$ cat src/rtl/dll_tx_tlp_ingress_if.sv
// TL transmit beat stream between the transaction layer and the DLL ingress.
interface dll_tx_tlp_ingress_if;
  logic [255:0] tlp;
  logic [2:0]   req;

  modport master (output tlp, output req);
  modport slave  (input tlp, input req);
endinterface

$ cat src/rtl/dll_tx_tlp_ingress.sv
// DLL ingress of the TL transmit stream: frames TLPs, writes them into the retry buffer
// with a sequence-tagged header, commits descriptors and frees retry space on ACK.
//   state     | meaning
//   S_IDLE    | between TLPs, waiting for a header code
//   S_HDR_P   | posted TLP open, P_DATA beats accepted
//   S_HDR_CPL | completion open, CPL_DATA beats accepted
//   S_HDR_NP  | non-posted TLP open, header only
module dll_tx_tlp_ingress #(
  parameter int RETRY_DEPTH_LG2 = 8,
  parameter int DESC_DEPTH_LG2  = 4,
  parameter int MAX_TLP_BEATS   = 5
) (
  input  logic                         clk,
  input  logic                         rst_n,
  dll_tx_tlp_ingress_if.slave          tl,
  input  logic                         link_active_i,
  input  logic                         ack_en_i,
  input  logic [11:0]                  ack_seq_i,
  output logic                         rb_wren_o,
  output logic [RETRY_DEPTH_LG2-1:0]   rb_waddr_o,
  output logic [255:0]                 rb_wdata_o,
  output logic                         commit_o,
  output logic [11:0]                  commit_seq_o,
  output logic [RETRY_DEPTH_LG2-1:0]   commit_addr_o,
  output logic [2:0]                   commit_len_o,
  // one extra bit so a completely empty buffer (DEPTH*8 DW) is representable
  output logic [RETRY_DEPTH_LG2+3:0]   retry_buffer_leftover_cnt_o,
  output logic                         proto_err_o,
  output logic                         ovf_err_o
);

  localparam int CW         = RETRY_DEPTH_LG2 + 1;
  localparam int DESC_DEPTH = 1 << DESC_DEPTH_LG2;

  localparam logic [CW-1:0]                DEPTH_C   = CW'(1 << RETRY_DEPTH_LG2);
  localparam logic [RETRY_DEPTH_LG2+3:0]   LEFT_FULL = {DEPTH_C, 3'b000};
  localparam logic [2:0]                   MAX_C     = 3'(MAX_TLP_BEATS);
  localparam logic [RETRY_DEPTH_LG2-1:0]   ADDR_ONE  = RETRY_DEPTH_LG2'(1);
  localparam logic [DESC_DEPTH_LG2-1:0]    DPTR_ONE  = DESC_DEPTH_LG2'(1);
  localparam logic [DESC_DEPTH_LG2:0]      DCNT_ONE  = (DESC_DEPTH_LG2+1)'(1);
  localparam logic [DESC_DEPTH_LG2:0]      DCNT_FULL = (DESC_DEPTH_LG2+1)'(DESC_DEPTH);

  localparam logic [2:0] REQ_IDLE     = 3'd0;
  localparam logic [2:0] REQ_P_HDR    = 3'd1;
  localparam logic [2:0] REQ_P_DATA   = 3'd2;
  localparam logic [2:0] REQ_NP_HDR   = 3'd3;
  localparam logic [2:0] REQ_CPL_HDR  = 3'd5;
  localparam logic [2:0] REQ_CPL_DATA = 3'd6;
  localparam logic [2:0] REQ_DONE     = 3'd7;

  typedef enum logic [1:0] {S_IDLE, S_HDR_P, S_HDR_CPL, S_HDR_NP} state_t;

  state_t                      state, state_nxt;
  logic [RETRY_DEPTH_LG2-1:0]  wptr, tlp_start, waddr;
  logic [11:0]                 next_seq, acked_seq, ack_dist;
  logic [2:0]                  inflight;
  logic [CW-1:0]               committed_cnt, free_rewind, free_cnt;

  logic [11:0]                 desc_seq [DESC_DEPTH];
  logic [2:0]                  desc_len [DESC_DEPTH];
  logic [DESC_DEPTH_LG2-1:0]   desc_rd, desc_wr;
  logic [DESC_DEPTH_LG2:0]     desc_cnt;
  logic                        desc_full, pop;

  logic is_hdr, data_ok;
  logic act_write, act_hdr, act_commit, act_drop, act_proto, act_ovf;

  function automatic state_t hdr_state(input logic [2:0] r);
    case (r)
      REQ_P_HDR:   return S_HDR_P;
      REQ_CPL_HDR: return S_HDR_CPL;
      default:     return S_HDR_NP;
    endcase
  endfunction

  assign free_rewind = DEPTH_C - committed_cnt;
  assign free_cnt    = free_rewind - CW'(inflight);
  assign desc_full   = (desc_cnt == DCNT_FULL);
  // distance modulo 4096; the top bit set means the head is still ahead of the ACK
  assign ack_dist    = acked_seq - desc_seq[desc_rd];
  assign pop         = (desc_cnt != '0) && !ack_dist[11];

  assign is_hdr  = (tl.req == REQ_P_HDR) || (tl.req == REQ_NP_HDR) || (tl.req == REQ_CPL_HDR);
  assign data_ok = ((state == S_HDR_P)   && (tl.req == REQ_P_DATA)) ||
                   ((state == S_HDR_CPL) && (tl.req == REQ_CPL_DATA));
  assign waddr   = act_drop ? tlp_start : wptr;

  always_comb begin
    state_nxt  = state;
    act_write  = 1'b0;
    act_hdr    = 1'b0;
    act_commit = 1'b0;
    act_drop   = 1'b0;
    act_proto  = 1'b0;
    act_ovf    = 1'b0;
    if (tl.req != REQ_IDLE) begin
      if (state == S_IDLE) begin
        if (is_hdr) begin
          if (free_cnt == '0) begin
            act_ovf = 1'b1;
          end else begin
            act_write = 1'b1;
            act_hdr   = 1'b1;
            state_nxt = hdr_state(tl.req);
          end
        end else begin
          act_proto = 1'b1;
        end
      end else if (tl.req == REQ_DONE) begin
        state_nxt = S_IDLE;
        if (desc_full) begin
          act_ovf  = 1'b1;
          act_drop = 1'b1;
        end else begin
          act_commit = 1'b1;
        end
      end else if (data_ok) begin
        if ((inflight == MAX_C) || (free_cnt == '0)) begin
          act_ovf   = 1'b1;
          act_drop  = 1'b1;
          state_nxt = S_IDLE;
        end else begin
          act_write = 1'b1;
        end
      end else begin
        // a header here abandons the open TLP and opens a new one at its start address
        act_proto = 1'b1;
        act_drop  = 1'b1;
        state_nxt = S_IDLE;
        if (is_hdr) begin
          if (free_rewind == '0) begin
            act_ovf = 1'b1;
          end else begin
            act_write = 1'b1;
            act_hdr   = 1'b1;
            state_nxt = hdr_state(tl.req);
          end
        end
      end
    end
  end

  always_ff @(posedge clk) begin
    if (!rst_n || !link_active_i) begin
      state                       <= S_IDLE;
      wptr                        <= '0;
      tlp_start                   <= '0;
      next_seq                    <= '0;
      acked_seq                   <= 12'hFFF;
      inflight                    <= '0;
      committed_cnt               <= '0;
      desc_rd                     <= '0;
      desc_wr                     <= '0;
      desc_cnt                    <= '0;
      rb_wren_o                   <= 1'b0;
      commit_o                    <= 1'b0;
      proto_err_o                 <= 1'b0;
      ovf_err_o                   <= 1'b0;
      retry_buffer_leftover_cnt_o <= LEFT_FULL;
      if (!rst_n) begin
        rb_waddr_o    <= '0;
        rb_wdata_o    <= '0;
        commit_seq_o  <= '0;
        commit_addr_o <= '0;
        commit_len_o  <= '0;
      end
    end else begin
      state                       <= state_nxt;
      rb_wren_o                   <= act_write;
      commit_o                    <= act_commit;
      proto_err_o                 <= act_proto;
      ovf_err_o                   <= act_ovf;
      retry_buffer_leftover_cnt_o <= {free_cnt, 3'b000};
      if (ack_en_i) acked_seq <= ack_seq_i;

      if (act_write) begin
        rb_waddr_o <= waddr;
        rb_wdata_o <= act_hdr ? {tl.tlp[255:140], next_seq, tl.tlp[127:0]} : tl.tlp;
        wptr       <= waddr + ADDR_ONE;
        inflight   <= (act_drop ? 3'd0 : inflight) + 3'd1;
      end else if (act_drop) begin
        wptr     <= tlp_start;
        inflight <= '0;
      end

      if (act_commit) begin
        commit_seq_o  <= next_seq;
        commit_addr_o <= tlp_start;
        commit_len_o  <= inflight;
        tlp_start     <= wptr;
        inflight      <= '0;
        next_seq      <= next_seq + 12'd1;
        desc_wr       <= desc_wr + DPTR_ONE;
      end

      if (pop) desc_rd <= desc_rd + DPTR_ONE;
      case ({act_commit, pop})
        2'b10:   desc_cnt <= desc_cnt + DCNT_ONE;
        2'b01:   desc_cnt <= desc_cnt - DCNT_ONE;
        default: desc_cnt <= desc_cnt;
      endcase

      committed_cnt <= committed_cnt
                       + (act_commit ? CW'(inflight) : '0)
                       - (pop ? CW'(desc_len[desc_rd]) : '0);
    end
  end

  always_ff @(posedge clk) begin
    if (rst_n && link_active_i && act_commit) begin
      desc_seq[desc_wr] <= next_seq;
      desc_len[desc_wr] <= inflight;
    end
  end

endmodule

$ cat src/flat_wrapper.sv
// flat-port wrapper written by rule: the top's interface ports become plain ports
module dll_tx_tlp_ingress_flat 
#(
  parameter int RETRY_DEPTH_LG2 = 8,
  parameter int DESC_DEPTH_LG2  = 4,
  parameter int MAX_TLP_BEATS   = 5
)
  (clk, rst_n, link_active_i, ack_en_i, ack_seq_i, rb_wren_o, rb_waddr_o, rb_wdata_o, commit_o, commit_seq_o, commit_addr_o, commit_len_o, retry_buffer_leftover_cnt_o, proto_err_o, ovf_err_o, tl_tlp, tl_req);
  dll_tx_tlp_ingress_if tl_i ();
  input  logic clk;
  input  logic rst_n;
  input  logic link_active_i;
  input  logic ack_en_i;
  input  logic [11:0] ack_seq_i;
  output logic rb_wren_o;
  output logic [RETRY_DEPTH_LG2-1:0] rb_waddr_o;
  output logic [255:0] rb_wdata_o;
  output logic commit_o;
  output logic [11:0] commit_seq_o;
  output logic [RETRY_DEPTH_LG2-1:0] commit_addr_o;
  output logic [2:0] commit_len_o;
  output logic [RETRY_DEPTH_LG2+3:0] retry_buffer_leftover_cnt_o;
  output logic proto_err_o;
  output logic ovf_err_o;
  input wire logic [$bits(tl_i.tlp)-1:0] tl_tlp;
  input wire logic [$bits(tl_i.req)-1:0] tl_req;
  assign tl_i.tlp = tl_tlp;
  assign tl_i.req = tl_req;
  dll_tx_tlp_ingress #(.RETRY_DEPTH_LG2(RETRY_DEPTH_LG2), .DESC_DEPTH_LG2(DESC_DEPTH_LG2), .MAX_TLP_BEATS(MAX_TLP_BEATS)) u_core (.clk(clk), .rst_n(rst_n), .tl(tl_i), .link_active_i(link_active_i), .ack_en_i(ack_en_i), .ack_seq_i(ack_seq_i), .rb_wren_o(rb_wren_o), .rb_waddr_o(rb_waddr_o), .rb_wdata_o(rb_wdata_o), .commit_o(commit_o), .commit_seq_o(commit_seq_o), .commit_addr_o(commit_addr_o), .commit_len_o(commit_len_o), .retry_buffer_leftover_cnt_o(retry_buffer_leftover_cnt_o), .proto_err_o(proto_err_o), .ovf_err_o(ovf_err_o));
endmodule
$ cat config.mk
export PLATFORM = sky130hd
export DESIGN_NAME = dll_tx_tlp_ingress_flat
export DESIGN_NICKNAME = d
export VERILOG_FILES = /design/src/rtl/dll_tx_tlp_ingress_if.sv /design/src/rtl/dll_tx_tlp_ingress.sv /design/src/flat_wrapper.sv
export SDC_FILE = /design/constraint.sdc
export NUM_CORES = 1
export LEC_CHECK = 0
export CORE_UTILIZATION = 50
export DETAILED_ROUTE_END_ITERATION = 8
export PLACE_DENSITY = 0.81
export SKIP_CTS_REPAIR_TIMING = 1
export SYNTH_ARGS = -nofsm -noshare
export SYNTH_HDL_FRONTEND = slang
export SYNTH_SLANG_ARGS = --single-unit
$ cat constraint.sdc
create_clock -name clk -period 30.9 [get_ports clk]
set_input_delay 6.18 -clock clk [delete_from_list [all_inputs] [get_ports clk]]
set_output_delay 6.18 -clock clk [all_outputs]
set_load 0.01 [all_outputs]
* Word level (Yosys, flattened, before mapping)
Memories as Yosys holds them, arrays and structs flattened. A register that Yosys moved wholly into a read port is not among the register bits.
Index checks and enable logic that the tools add are counted.
** Storage, ports and cells
- Logic and storage cells :: 149
- Memories :: 2
- Bits in latches :: 0
- Output and inout port bits :: 303
- Memory bits (writable) :: 240
- Register bits after elaboration :: 370
- Memory bits (read-only) :: 0
- Input bits :: 275
** Cells by class
- Add/subtract/negate cells :: 12
- Order comparisons :: 0
- Multipliers :: 0
- Equality and inequality tests :: 16
- Mux-type cells :: 71
- Divide/modulo/power cells :: 0
- Bitwise logic cells :: 1
- Shift-type cells :: 0
- Reduce and logical (&&, ||, !) cells :: 26
** Memories
- u_core.desc_seq :: depth 16, width 12, rd ports 1, clocked after memory_dff 1, wr ports 1, line dll_tx_tlp_ingress.sv:59 : logic [11:0] desc_seq [DESC_DEPTH];
- u_core.desc_len :: depth 16, width 3, rd ports 1, clocked after memory_dff 1, wr ports 1, line dll_tx_tlp_ingress.sv:60 : logic [2:0] desc_len [DESC_DEPTH];
** Operators with widths (number)
- 2-to-1 mux 256 bit :: 3
- 2-to-1 mux 140 bit :: 1
- 2-to-1 mux 8 bit :: 7
- 2-to-1 mux 1 bit :: 36
- 2-to-1 mux 12 bit :: 3
- 2-to-1 mux 3 bit :: 7
- logical NOT 9 bit :: 2
- 2-to-1 mux 2 bit :: 8
- 2-to-1 mux 4 bit :: 4
- adder 12 x 1 -> 12 bit (second input constant) :: 1
- equality test 3 bit (second input constant) :: 4
- subtractor 12 bit :: 1
- case mux 5 bit (2 select lines) :: 1
- adder 9 bit :: 1
- subtractor 9 x 3 -> 9 bit :: 1
- subtractor 9 bit :: 1
- subtractor 9 bit (first input constant) :: 1
- adder 4 x 1 -> 4 bit (second input constant) :: 2
- adder 8 x 1 -> 8 bit (second input constant) :: 1
- equality test 3 x 2 -> 1 bit (second input constant) :: 2
- nonzero test 2 bit :: 3
- adder 5 x 1 -> 5 bit (second input constant) :: 1
- equality test 5 bit (second input constant) :: 1
- logical AND 1 bit :: 5
- 18 further kinds :: 29

* Longest topological paths before layout
Gate-level depths: netlist of the first run.
- Depth in word-level cells :: 12
- Depth in mapped cells :: 27
- Depth with buffers taken out :: 24

* Worst setup path after synthesis of the first run
No wires, ideal clock.
- Path kind :: input port to flip-flop
- Start :: input tl_req[2]
- End :: register u_core.rb_waddr_o[0] (enable)
- Library setup time :: 1.254 ns
- Slack :: 3.643 ns
- Data required time :: 29.646 ns
- Buffers on the path :: 1
- Stages :: 8
- Data arrival time :: 26.003 ns
- Path through :: clkbuf_1 -> or3b_2 -> a21oi_1 -> nand2_1 -> a21oi_1 -> a21oi_1 -> a31o_2 -> o21ai_0
** Between the ends
- Cells in the longest elaborated chain, start to end :: 10
- Elaborated cells on any way between the ends :: 20
- Those cells by class :: 6 x eq/ne; 6 x mux; 8 x reduce/logical
** RTL lines
- start, declared :: line flat_wrapper.sv:26 : input wire logic [$bits(tl_i.req)-1:0] tl_req;
- equality test 3 x 1 -> 1 bit / equality test 3 x 2 -> 1 bit (equally long branches) :: line dll_tx_tlp_ingress.sv:83 : assign is_hdr = (tl.req == REQ_P_HDR) || (tl.req == REQ_NP_HDR) || (tl.req == REQ_CPL_HDR);
- logical OR 1 bit (2 in series) :: line dll_tx_tlp_ingress.sv:83
- 2-to-1 mux 1 bit :: line dll_tx_tlp_ingress.sv:130 : if (is_hdr) begin
- 2-to-1 mux 1 bit :: line dll_tx_tlp_ingress.sv:117 : end else if (data_ok) begin
- 2-to-1 mux 1 bit :: line dll_tx_tlp_ingress.sv:109 : end else if (tl.req == REQ_DONE) begin
- 2-to-1 mux 1 bit :: line dll_tx_tlp_ingress.sv:97 : if (state == S_IDLE) begin
- 2-to-1 mux 1 bit (*) :: line dll_tx_tlp_ingress.sv:96 : if (tl.req != REQ_IDLE) begin
- nonzero test 2 bit (no source line) (*)
- AND reduction 2 bit (no source line) (*)
- end signal, assigned :: line dll_tx_tlp_ingress.sv:177 : rb_waddr_o <= waddr;
- end, declared :: line dll_tx_tlp_ingress.sv:20 : output logic [RETRY_DEPTH_LG2-1:0] rb_waddr_o,
Every way passes the cells marked *; elsewhere a longest branch is shown, timed or not.
A chain may end at the register's enable or synchronous reset.

* Final worst setup path of the first run
- Start :: input tl_req[2]
- End :: register u_core.rb_wdata_o[113] (enable)
** Between the ends
- Cells in the longest elaborated chain, start to end :: 10
- Elaborated cells on any way between the ends :: 20
- Those cells by class :: 6 x eq/ne; 6 x mux; 8 x reduce/logical
** RTL lines
- equality test 3 x 1 -> 1 bit / equality test 3 x 2 -> 1 bit (equally long branches) :: line dll_tx_tlp_ingress.sv:83
- logical OR 1 bit (2 in series) :: line dll_tx_tlp_ingress.sv:83
- 2-to-1 mux 1 bit :: line dll_tx_tlp_ingress.sv:130
- 2-to-1 mux 1 bit :: line dll_tx_tlp_ingress.sv:117
- 2-to-1 mux 1 bit :: line dll_tx_tlp_ingress.sv:109
- 2-to-1 mux 1 bit :: line dll_tx_tlp_ingress.sv:97
- 2-to-1 mux 1 bit (*) :: line dll_tx_tlp_ingress.sv:96
- nonzero test 2 bit (no source line) (*)
- AND reduction 2 bit (no source line) (*)
- end signal, assigned :: line dll_tx_tlp_ingress.sv:178 : rb_wdata_o <= act_hdr ? {tl.tlp[255:140], next_seq, tl.tlp[127:0]} : tl.tlp;
- end, declared :: line dll_tx_tlp_ingress.sv:21 : output logic [255:0] rb_wdata_o,
Marks and branches as above.

==> impl_metrics.env, run 1 <==
export IMPL_power_w=0.001920
export IMPL_syn_avg_cell_area_um2=15.63
export IMPL_yosys_area_share_xor_xnor_pct=1.490
export IMPL_cts_sinks=611
export IMPL_setup_viol=0
export IMPL_route_detailed_drc=0
export IMPL_nets=2462
export IMPL_num_vias=17390
export IMPL_first_pass_iters=8
export IMPL_ir_drop_v=0.00004461
export IMPL_outcome="finished clean"
export IMPL_synth_edf_count=527
export IMPL_first_global_vias=16110
export IMPL_arrival_ps=11540
export IMPL_max_slew_margin_pct=7.210
export IMPL_ys_warnings_count=0
export IMPL_cts_buffer_depth=3
export IMPL_die_height_um=224.2
export IMPL_area_growth_pct=33.95
export IMPL_synth_cell_types=69
export IMPL_core_mm2=0.04885
export IMPL_leakagePower_nw=12.45
export IMPL_synth_compound_area_share_pct=3.065
export IMPL_worst_setup_path_type="input port to flop"
export IMPL_clock_latency_ps=640
export IMPL_rows=81
export IMPL_crit_family="buffers and inverters"
export IMPL_die_width_um=224.2
export IMPL_rsz0062_at_grt="no"
export IMPL_cts_tree="yes"
export IMPL_cts_max_level=2
export IMPL_dp_final_hpwl_um=71770
export IMPL_fin_crit_ps=11310
export IMPL_timing_final_hold_violations=0
export IMPL_required_ps=31140
export IMPL_drive_gt1_share_pct=9.945
export IMPL_grt_use_total_pct=37.44
export IMPL_gp_congestion=1.006
export IMPL_drv_slew=0
export IMPL_async_flop_share_pct=0
export IMPL_final_common_cell="clkdlybuf4s50_1"
export IMPL_max_freq_mhz=88.44
export IMPL_syn_inst=1580
export IMPL_cp_max_fo=93
export IMPL_fill_cells=3327
export IMPL_wl_per_cell_um=33.21
export IMPL_final_cell_mix="clkdlybuf4s50_1 (572), edfxtp_1 (527), and3_1 (270), nor2_1 (87), dfxtp_1 (82)"
export IMPL_post_route_period_util_pct=36.59
export IMPL_cts_root_buf="clkbuf_16"
export IMPL_synth_top_family_by_area="simple AND/OR/NAND/NOR gates"
export IMPL_overflow=0
export IMPL_antenna_found_initial=31
export IMPL_clkTransAtPathRegs_ps=60
export IMPL_dr_first_iter_drc_count=2505
export IMPL_io_pin_count=578
export IMPL_maxCapViolCount=0
export IMPL_ys_seq_area_share_pct=70.89
export IMPL_path_buf_inv=4
export IMPL_viasPerCell=6.066
export IMPL_hp_class="flop to flop"
export IMPL_synth_simple_area_share_pct=11.77
export IMPL_synthAdderAreaFrac_pct=2.432
export IMPL_worstMarginPinSlew_ps=1384
export IMPL_finalClockSkew_ps=24.31
export IMPL_netlist_area_mm2=0.02469
export IMPL_cp_cell_sequence="clkdlybuf4s50_1 -> or3b_2 -> a21oi_1 -> nand2_1 -> a21oi_1 -> a21oi_1 -> a31o_2 -> o21ai_4 -> buf_4 -> buf_4 -> buf_4"
export IMPL_grt_max_degree=142
export IMPL_cp_slowest_cell="buf_4"
export IMPL_setup_tns_ps=0
export IMPL_end_kind="flop"
export IMPL_grt_pass1_wl_um=126700
export IMPL_start_util_pct=50.55
export IMPL_synth_flop_cell="edfxtp_1"
export IMPL_synthMuxAreaShare_pct=8.066
export IMPL_synth_seq_cells=611
export IMPL_power_density_mw_per_mm2=58.03
export IMPL_whs_ps=480.0
export IMPL_cts_made_buffers=60
export IMPL_totalWireLength_um=95210
export IMPL_critPathLaunchType="input port"
export IMPL_ant_nets=0
export IMPL_numPortBuffers=574
export IMPL_worst_path_largest_cell_delay_ps=1000
export IMPL_dieArea_mm2=0.05028
-- cell type report --
class	count	area (um2)	area share (%)
inverter	38	142.6	0.4312
sequential	611	17510	52.94
tap	664	830.8	2.512
multi-input combinational	830	6659	20.13
timing repair buffer	601	5951	17.99
clock buffer	77	1617	4.887
clock inverter	35	340.3	1.029
antenna	11	27.53	0.08321
-- where the power goes --
part	internal, W	switching, W
Clock	0.000419	0.000317
Sequential	0.000932	0.0000170
Combinational	0.000108	0.000127
-- tightest hold or removal path: stages (launching register included) --
cell	delay, ps
dfxtp_1	320
nand2_1	60
a21oi_1	60
-- cells in the mapped netlist (all sizes together), types with 2 or more instances --
cell type    n  share of area [%]
buf         17               0.38
edfxtp     527                 64
a31oi        2              0.076
nand3b       4               0.17
a211oi       9               0.34
and2         7               0.18
a21oi       44               0.89
nor2        87                1.3
o21bai       4               0.12
o22ai        3              0.076
o211ai       4               0.12
a22oi        2              0.061
clkbuf      86                1.3
or4          2              0.076
or3          6               0.15
o21a         4               0.12
and3       270                6.8
a31o         3               0.14
nor3        12               0.24
xor2        20               0.71
nor4         4               0.13
mux2i       31                1.3
nor2b        9               0.23
dfxtp       84                6.8
or2          3              0.086
a21boi       3              0.091
and4         3               0.11
a21o        11               0.33
ha          40                2.0
mux4        74                6.7
nand4        8               0.20
fa           5               0.41
o31ai        2              0.061
nor3b        4               0.16
inv         38               0.58
nand3       23               0.47
nand2b       6               0.15
xnor2       22               0.78
o21ai       16               0.32
nand2       67                1.0
-- worst paths after layout --
kind / slack [ps] / depth (start not counted) / endpoint / start
max reg2reg: 23870 / 24 / u_core.committed_cnt[8] / flop
min: 480 / 2 / u_core.tlp_start[6] / u_core.tlp_start[6]
max: 19590 / 11 / u_core.rb_wdata_o[113] / tl_req[2]
min reg2reg: 480 / 2 / u_core.tlp_start[6] / u_core.tlp_start[6]
-- state kept, by name, indices dropped and copies added (netlist names), 2 cells and up, named ones only --
register                            count
u_core.acked_seq                       12
u_core.desc_cnt                         5
u_core.tlp_start                        8
u_core.desc_len                        48
u_core.committed_cnt                    9
u_core.desc_seq                       192
u_core.state                            2
u_core.retry_buffer_leftover_cnt_o      9
u_core.commit_seq_o                    12
u_core.desc_rd                          4
u_core.commit_addr_o                    8
u_core.commit_len_o                     3
u_core.inflight                         3
u_core.wptr                             8
u_core.desc_wr                          4
u_core.rb_waddr_o                       8
u_core.next_seq                        12
u_core.rb_wdata_o                     256
-- layer usage --
layer / part of all wire, % / routed length, um / track usage (%) / vias up
met5: 0.17 / 163 / 0 / -
met4: 6.2 / 5883 / 20.65 / 24
met3: 16 / 15520 / 16.37 / 223
met2: 43 / 41010 / 53.65 / 1468
met1: 34 / 32630 / 47.80 / 8529
li1: - / - / - / 7148
-- cells by family (layout without fill, tap and decap cells) --
family	count (synthesis)	after routing
adder cells (fa/ha/maj)	45	45
other	1	14
flip-flops	611	611
multiplexers	106	106
XOR/XNOR	42	42
buffers and inverters	141	751
AO/OA/AOI/OAI	115	115
AND/OR/NAND/NOR	519	519
-- stage by stage --
step,instance area [um2],util (%),cells,setup WS (ps)
2_1_floorplan,24700,-,1582,3643
3_3_place_gp,31090,63.65,2744,19270
3_5_place_dp,31090,63.65,2744,19110
4_1_cts,33050,67.66,2856,19760
5_1_grt,33060,67.68,2859,19300
6_report,33080,67.72,2867,19590
Power figures use the tool's default switching activity.
==> inputs of run 2 (changes only) <==
Settings changed: CORE_UTILIZATION 50 to 45, PLACE_DENSITY 0.81 to 0.77.
Clock period 30.9 ns to 9.7 ns, I/O delays scaled along.
==> impl_metrics.env, run 2 (synthesized netlist as in run 1, its figures left out) <==
export IMPL_place_ws_ps=3114
export IMPL_grt_max_degree=177
export IMPL_cts_tree="yes"
export IMPL_wl_met3_um=11540
export IMPL_die_height_um=236.3
export IMPL_end_kind="flop"
export IMPL_max_freq_mhz=152.4
export IMPL_cp_cell_sequence="buf_4 -> mux4_2 -> mux4_2 -> inv_1 -> ha_1 -> a21o_1 -> a21o_1 -> a21oi_1 -> nand3_1 -> a211oi_1 -> nand3_1 -> nor2b_1 -> fa_1 -> inv_1 -> ha_1 -> a21o_1 -> a21oi_1 -> o21bai_1 -> a21oi_1 -> nor2_1 -> nor2_1 -> o21bai_1 -> xnor2_1 -> nor2_1"
export IMPL_worst_setup_path_type="flop to flop"
export IMPL_dp_final_hpwl_um=69960
export IMPL_timing_reg2reg_setup_slack_ps=3140
export IMPL_gp_congestion=1.013
export IMPL_dr_first_iter_drc_count=2192
export IMPL_path_buf_inv=3
export IMPL_first_global_vias=16680
export IMPL_first_pass_iters=5
export IMPL_arrival_ps=7010
export IMPL_nets=2471
export IMPL_fin_area_mm2=0.03320
export IMPL_post_route_period_util_pct=67.66
export IMPL_worst_path_largest_cell_delay_ps=830
export IMPL_timing_final_hold_violations=0
export IMPL_hp_class="flop to flop"
export IMPL_fin_crit_ps=6563
export IMPL_io_pin_count=578
export IMPL_whs_endpoint="u_core.tlp_start[6]"
export IMPL_max_slew_margin_pct=22.75
export IMPL_leakagePower_nw=12.43
export IMPL_area_growth_pct=34.44
export IMPL_grt_use_total_pct=33.01
export IMPL_rsz0062_at_grt="no"
export IMPL_rr_worst_depth=24
export IMPL_grt_pass1_wl_um=126500
export IMPL_setup_slack_ps=3137
export IMPL_holdPathStages=2
export IMPL_numPortBuffers=574
export IMPL_critPathLaunchType="flop"
export IMPL_clock_latency_ps=610
export IMPL_largest_register_ff_count=256
export IMPL_die_width_um=236.3
export IMPL_totalWireLength_um=92570
export IMPL_utilization_pct=61.45
export IMPL_cts_sinks=611
export IMPL_regMostFlops="u_core.rb_wdata_o"
export IMPL_viasPerCell=5.873
export IMPL_fin_cells=2902
export IMPL_routed_wl_met2_um=41020
export IMPL_worstMarginPinSlew_ps=1156
export IMPL_start_util_pct=45.71
export IMPL_cts_max_level=3
export IMPL_core_mm2=0.05403
export IMPL_setup_viol=0
export IMPL_cts_made_buffers=66
export IMPL_dp_cells=2779
export IMPL_ant_nets=0
export IMPL_final_common_cell="clkdlybuf4s50_1"
export IMPL_rows=85
export IMPL_cts_buffer_depth=3
export IMPL_setup_tns_ps=0
export IMPL_min_delay_start="u_core.tlp_start[6]"
export IMPL_outcome="finished clean"
export IMPL_drive_gt1_share_pct=10.26
export IMPL_r2r_end="u_core.committed_cnt[8]"
export IMPL_drv_slew=0
export IMPL_reg_top3="u_core.rb_wdata_o (256), u_core.desc_seq (192), u_core.desc_len (48)"
export IMPL_clkTransAtPathRegs_ps=70
export IMPL_power_density_mw_per_mm2=185.2
export IMPL_overflow=0
export IMPL_finalClockSkew_ps=25.42
export IMPL_ir_drop_v=0.0001363
export IMPL_num_vias=17040
export IMPL_dpl_instance_area_mm2=0.03117
export IMPL_final_cell_mix="clkdlybuf4s50_1 (572), edfxtp_1 (527), and3_1 (270), nor2_1 (87), dfxtp_1 (82)"
export IMPL_required_ps=10150
export IMPL_maxCapViolCount=0
export IMPL_wl_met1_um=34240
export IMPL_cp_slowest_cell="dfxtp_4"
export IMPL_crit_family="compound AO/OA/AOI/OAI gates"
export IMPL_dieArea_mm2=0.05582
export IMPL_top_layer="met5"
export IMPL_cts_root_buf="clkbuf_16"
export IMPL_wl_per_cell_um=31.90
export IMPL_route_detailed_drc=0
export IMPL_cp_max_fo=36
export IMPL_antenna_found_initial=12
## run 2: cell types whose count changed in the layout (fill, tap and decap cells not counted), moves of 2 or more
cell and delta:
clkbuf_16 +6, clkinv_8 +2, clkbuf_8 -2, diode_2 -8
clkinv_1 +3, buf_4 +2, bufinv_16 -4, clkinvlp_4 +2
## run 2: worst max path at each step
| stage | from | endpoint | slack [ps] | cells past startpoint |
|---|---|---|---|---|
| 2_1_floorplan | tl_req[2] | u_core.rb_waddr_o[0] | 1610 | 8 |
| 3_3_place_gp | flop | u_core.committed_cnt[8] | 3350 | 24 |
| 3_5_place_dp | flop | u_core.committed_cnt[8] | 3110 | 24 |
| 4_1_cts | flop | u_core.committed_cnt[8] | 3090 | 24 |
| 5_1_grt | flop | u_core.committed_cnt[8] | 2590 | 24 |
| 6_report | flop | u_core.committed_cnt[8] | 3140 | 24 |
## run 2: layout make-up
cell class | instances | area [um2]
diodes | 3 | 7.507
clock buffers | 82 | 1743
clock inverters | 38 | 275.3
fillers | 3984 | 20830
inverters | 38 | 142.6
multi-input cells | 830 | 6664
flip-flops and latches | 611 | 17510
well taps | 696 | 870.8
repair buffers | 604 | 5986
## run 2: power breakdown
group / internal [W] / switching [W]
clock: 0.00134 / 0.00105
sequential: 0.00297 / 0.0000478
combinational: 0.000346 / 0.000395
## run 2: worst reg2reg max path, stage by stage, from the launching register on
cell and delay [ps]:
dfxtp_4 830, buf_4 570, mux4_2 570, mux4_2 450, inv_1 90, ha_1 240
a21o_1 160, a21o_1 160, a21oi_1 150, nand3_1 120, a211oi_1 370, nand3_1 430
nor2b_1 330, fa_1 450, inv_1 80, ha_1 260, a21o_1 190, a21oi_1 220
o21bai_1 90, a21oi_1 230, nor2_1 60, nor2_1 90, o21bai_1 80, xnor2_1 150
nor2_1 60
## run 2: per-layer routing
metal | track usage, % | vias up
li1 | - | 7164
met1 | 42.50 | 8473
met2 | 48.67 | 1239
met3 | 10.86 | 164
met4 | 19.82 | 4
met5 | 0 | -
## run 2: metrics by stage
| step | hold WS (ps) | power [W] |
|---|---|---|
| after floorplan | 428.1 | 0.003335 |
| after global placement | 438.3 | 0.003791 |
| after detailed placement | 448.9 | 0.003799 |
| after CTS | 458.5 | 0.006156 |
| after global routing | 465.3 | 0.006293 |
| final | 458.6 | 0.006150 |
==> inputs of run 3 (changes only) <==
Clock period 9.7 ns to 5.5 ns, I/O delays scaled along.
==> impl_metrics.env, run 3 (synthesized netlist as in run 1, its figures left out) <==
export IMPL_gp_congestion=0.9425
export IMPL_first_global_vias=16440
export IMPL_hp_class="flop to flop"
export IMPL_cts_buffer_depth=3
export IMPL_grt_pass1_wl_um=124200
export IMPL_dieArea_mm2=0.05582
export IMPL_worstMarginPinSlew_ps=1148
export IMPL_regMostFlops="u_core.rb_wdata_o"
export IMPL_post_route_period_util_pct=96.80
export IMPL_path_buf_inv=4
export IMPL_leakagePower_nw=12.69
export IMPL_nets=2503
export IMPL_io_pin_count=578
export IMPL_reg_top3="u_core.rb_wdata_o (256), u_core.desc_seq (192), u_core.desc_len (48)"
export IMPL_ant_nets=0
export IMPL_timing_final_hold_violations=0
export IMPL_antenna_found_initial=26
export IMPL_setup_viol=0
export IMPL_arrival_ps=5780
export IMPL_max_freq_mhz=187.8
export IMPL_start_util_pct=45.71
export IMPL_die_height_um=236.3
export IMPL_finalClockSkew_ps=32.04
export IMPL_critPathLaunchType="flop"
export IMPL_wl_per_cell_um=30.79
export IMPL_use_met1_pct=43.31
export IMPL_clkTransAtPathRegs_ps=60
export IMPL_fin_crit_ps=5324
export IMPL_rows=85
export IMPL_holdPathStages=2
export IMPL_dr_first_iter_drc_count=2055
export IMPL_die_width_um=236.3
export IMPL_numPortBuffers=574
export IMPL_r2r_end="u_core.committed_cnt[8]"
export IMPL_totalWireLength_um=90440
export IMPL_drv_slew=0
export IMPL_timing_reg2reg_setup_slack_ps=180
export IMPL_power_density_mw_per_mm2=327.1
export IMPL_min_delay_start="u_core.wptr[7]"
export IMPL_maxCapViolCount=0
export IMPL_crit_family="compound AO/OA/AOI/OAI gates"
export IMPL_cts_root_buf="clkbuf_16"
export IMPL_dp_final_hpwl_um=68130
export IMPL_ir_drop_v=0.0002250
export IMPL_rr_worst_depth=25
export IMPL_cts_made_buffers=66
export IMPL_first_pass_iters=6
export IMPL_largest_register_ff_count=256
export IMPL_multiInputGateArea_mm2=0.006755
export IMPL_num_vias=17160
export IMPL_cp_slowest_cell="mux4_2"
export IMPL_max_slew_margin_pct=23.46
export IMPL_end_kind="flop"
export IMPL_area_growth_pct=36.66
export IMPL_dp_cells=2807
export IMPL_grt_util_met3_pct=9.795
export IMPL_grt_max_degree=137
export IMPL_final_cell_mix="clkdlybuf4s50_1 (572), edfxtp_1 (527), and3_1 (270), nor2_1 (86), dfxtp_1 (80)"
export IMPL_core_mm2=0.05403
export IMPL_route_detailed_drc=0
export IMPL_setup_tns_ps=0
export IMPL_use_met2_pct=46.86
export IMPL_whs_endpoint="u_core.tlp_start[7]"
export IMPL_viasPerCell=5.841
export IMPL_final_common_cell="clkdlybuf4s50_1"
export IMPL_fill_cells=3922
export IMPL_fin_cells=2937
export IMPL_cts_max_level=3
export IMPL_grt_use_total_pct=32.12
export IMPL_cts_sinks=611
export IMPL_busiest_layer="met2"
export IMPL_clock_latency_ps=590
export IMPL_outcome="finished clean"
export IMPL_ff_latch_area_mm2=0.01751
export IMPL_worst_path_largest_cell_delay_ps=520
export IMPL_cp_max_fo=6
export IMPL_overflow=0
export IMPL_required_ps=5960
export IMPL_drive_gt1_share_pct=12.35
export IMPL_critical_path_depth=25
export IMPL_cts_tree="yes"
export IMPL_worst_setup_path_type="flop to flop"
run 3: metal layers:
metal  share of wire (%)  wire, um
met1                  39     34920
met5               0.031        28
met4                 5.4      4859
met3                  12     11160
met2                  44     39470
run 3: worst max path at each step:
stage | from | end | slack [ps]
after global placement | flop | u_core.committed_cnt[8] | 140
after global routing | flop | u_core.committed_cnt[8] | -20
final | flop | u_core.committed_cnt[8] | 180
after CTS | flop | u_core.committed_cnt[8] | -90
after floorplan | u_core.committed_cnt[0] | u_core.rb_waddr_o[0] | -1650
after detailed placement | flop | u_core.committed_cnt[8] | 6
run 3: worst min-delay path: cells and delay by family (launching register included):
kind	cells	cell delay, ps
simple gates	1	50
compound gates	1	50
flops	1	310
run 3: where the power goes:
| part | total, W | internal (W) | switching, W |
|---|---|---|---|
| logic | 0.00133 | 0.000634 | 0.000695 |
| clock network | 0.00439 | 0.00260 | 0.00179 |
| registers | 0.00532 | 0.00523 | 0.0000874 |
run 3: layout make-up:
| cell class | instances | share of cell area (%) |
|---|---|---|
| flip-flops and latches | 611 | 51.90 |
| clock inverters | 20 | 0.5302 |
| clock buffers | 99 | 5.784 |
| repair buffers | 636 | 18.72 |
| inverters | 38 | 0.4226 |
| well taps | 696 | 2.580 |
| multi-input cells | 830 | 20.02 |
| diodes | 7 | 0.05190 |
run 3: stage by stage:
step	cell area [um2]	util, %	hold slack, ps	setup slack [ps]	total power (W)
after global routing	33740	62.44	501.4	-15.23	0.01130
after floorplan	24810	-	428.1	-1648	0.005899
after CTS	33640	62.26	468.6	-89.15	0.01106
after global placement	31510	58.32	442.4	139.6	0.006699
after detailed placement	31510	58.32	458.9	6.450	0.006717
final	33750	62.47	468.5	175.8	0.01104
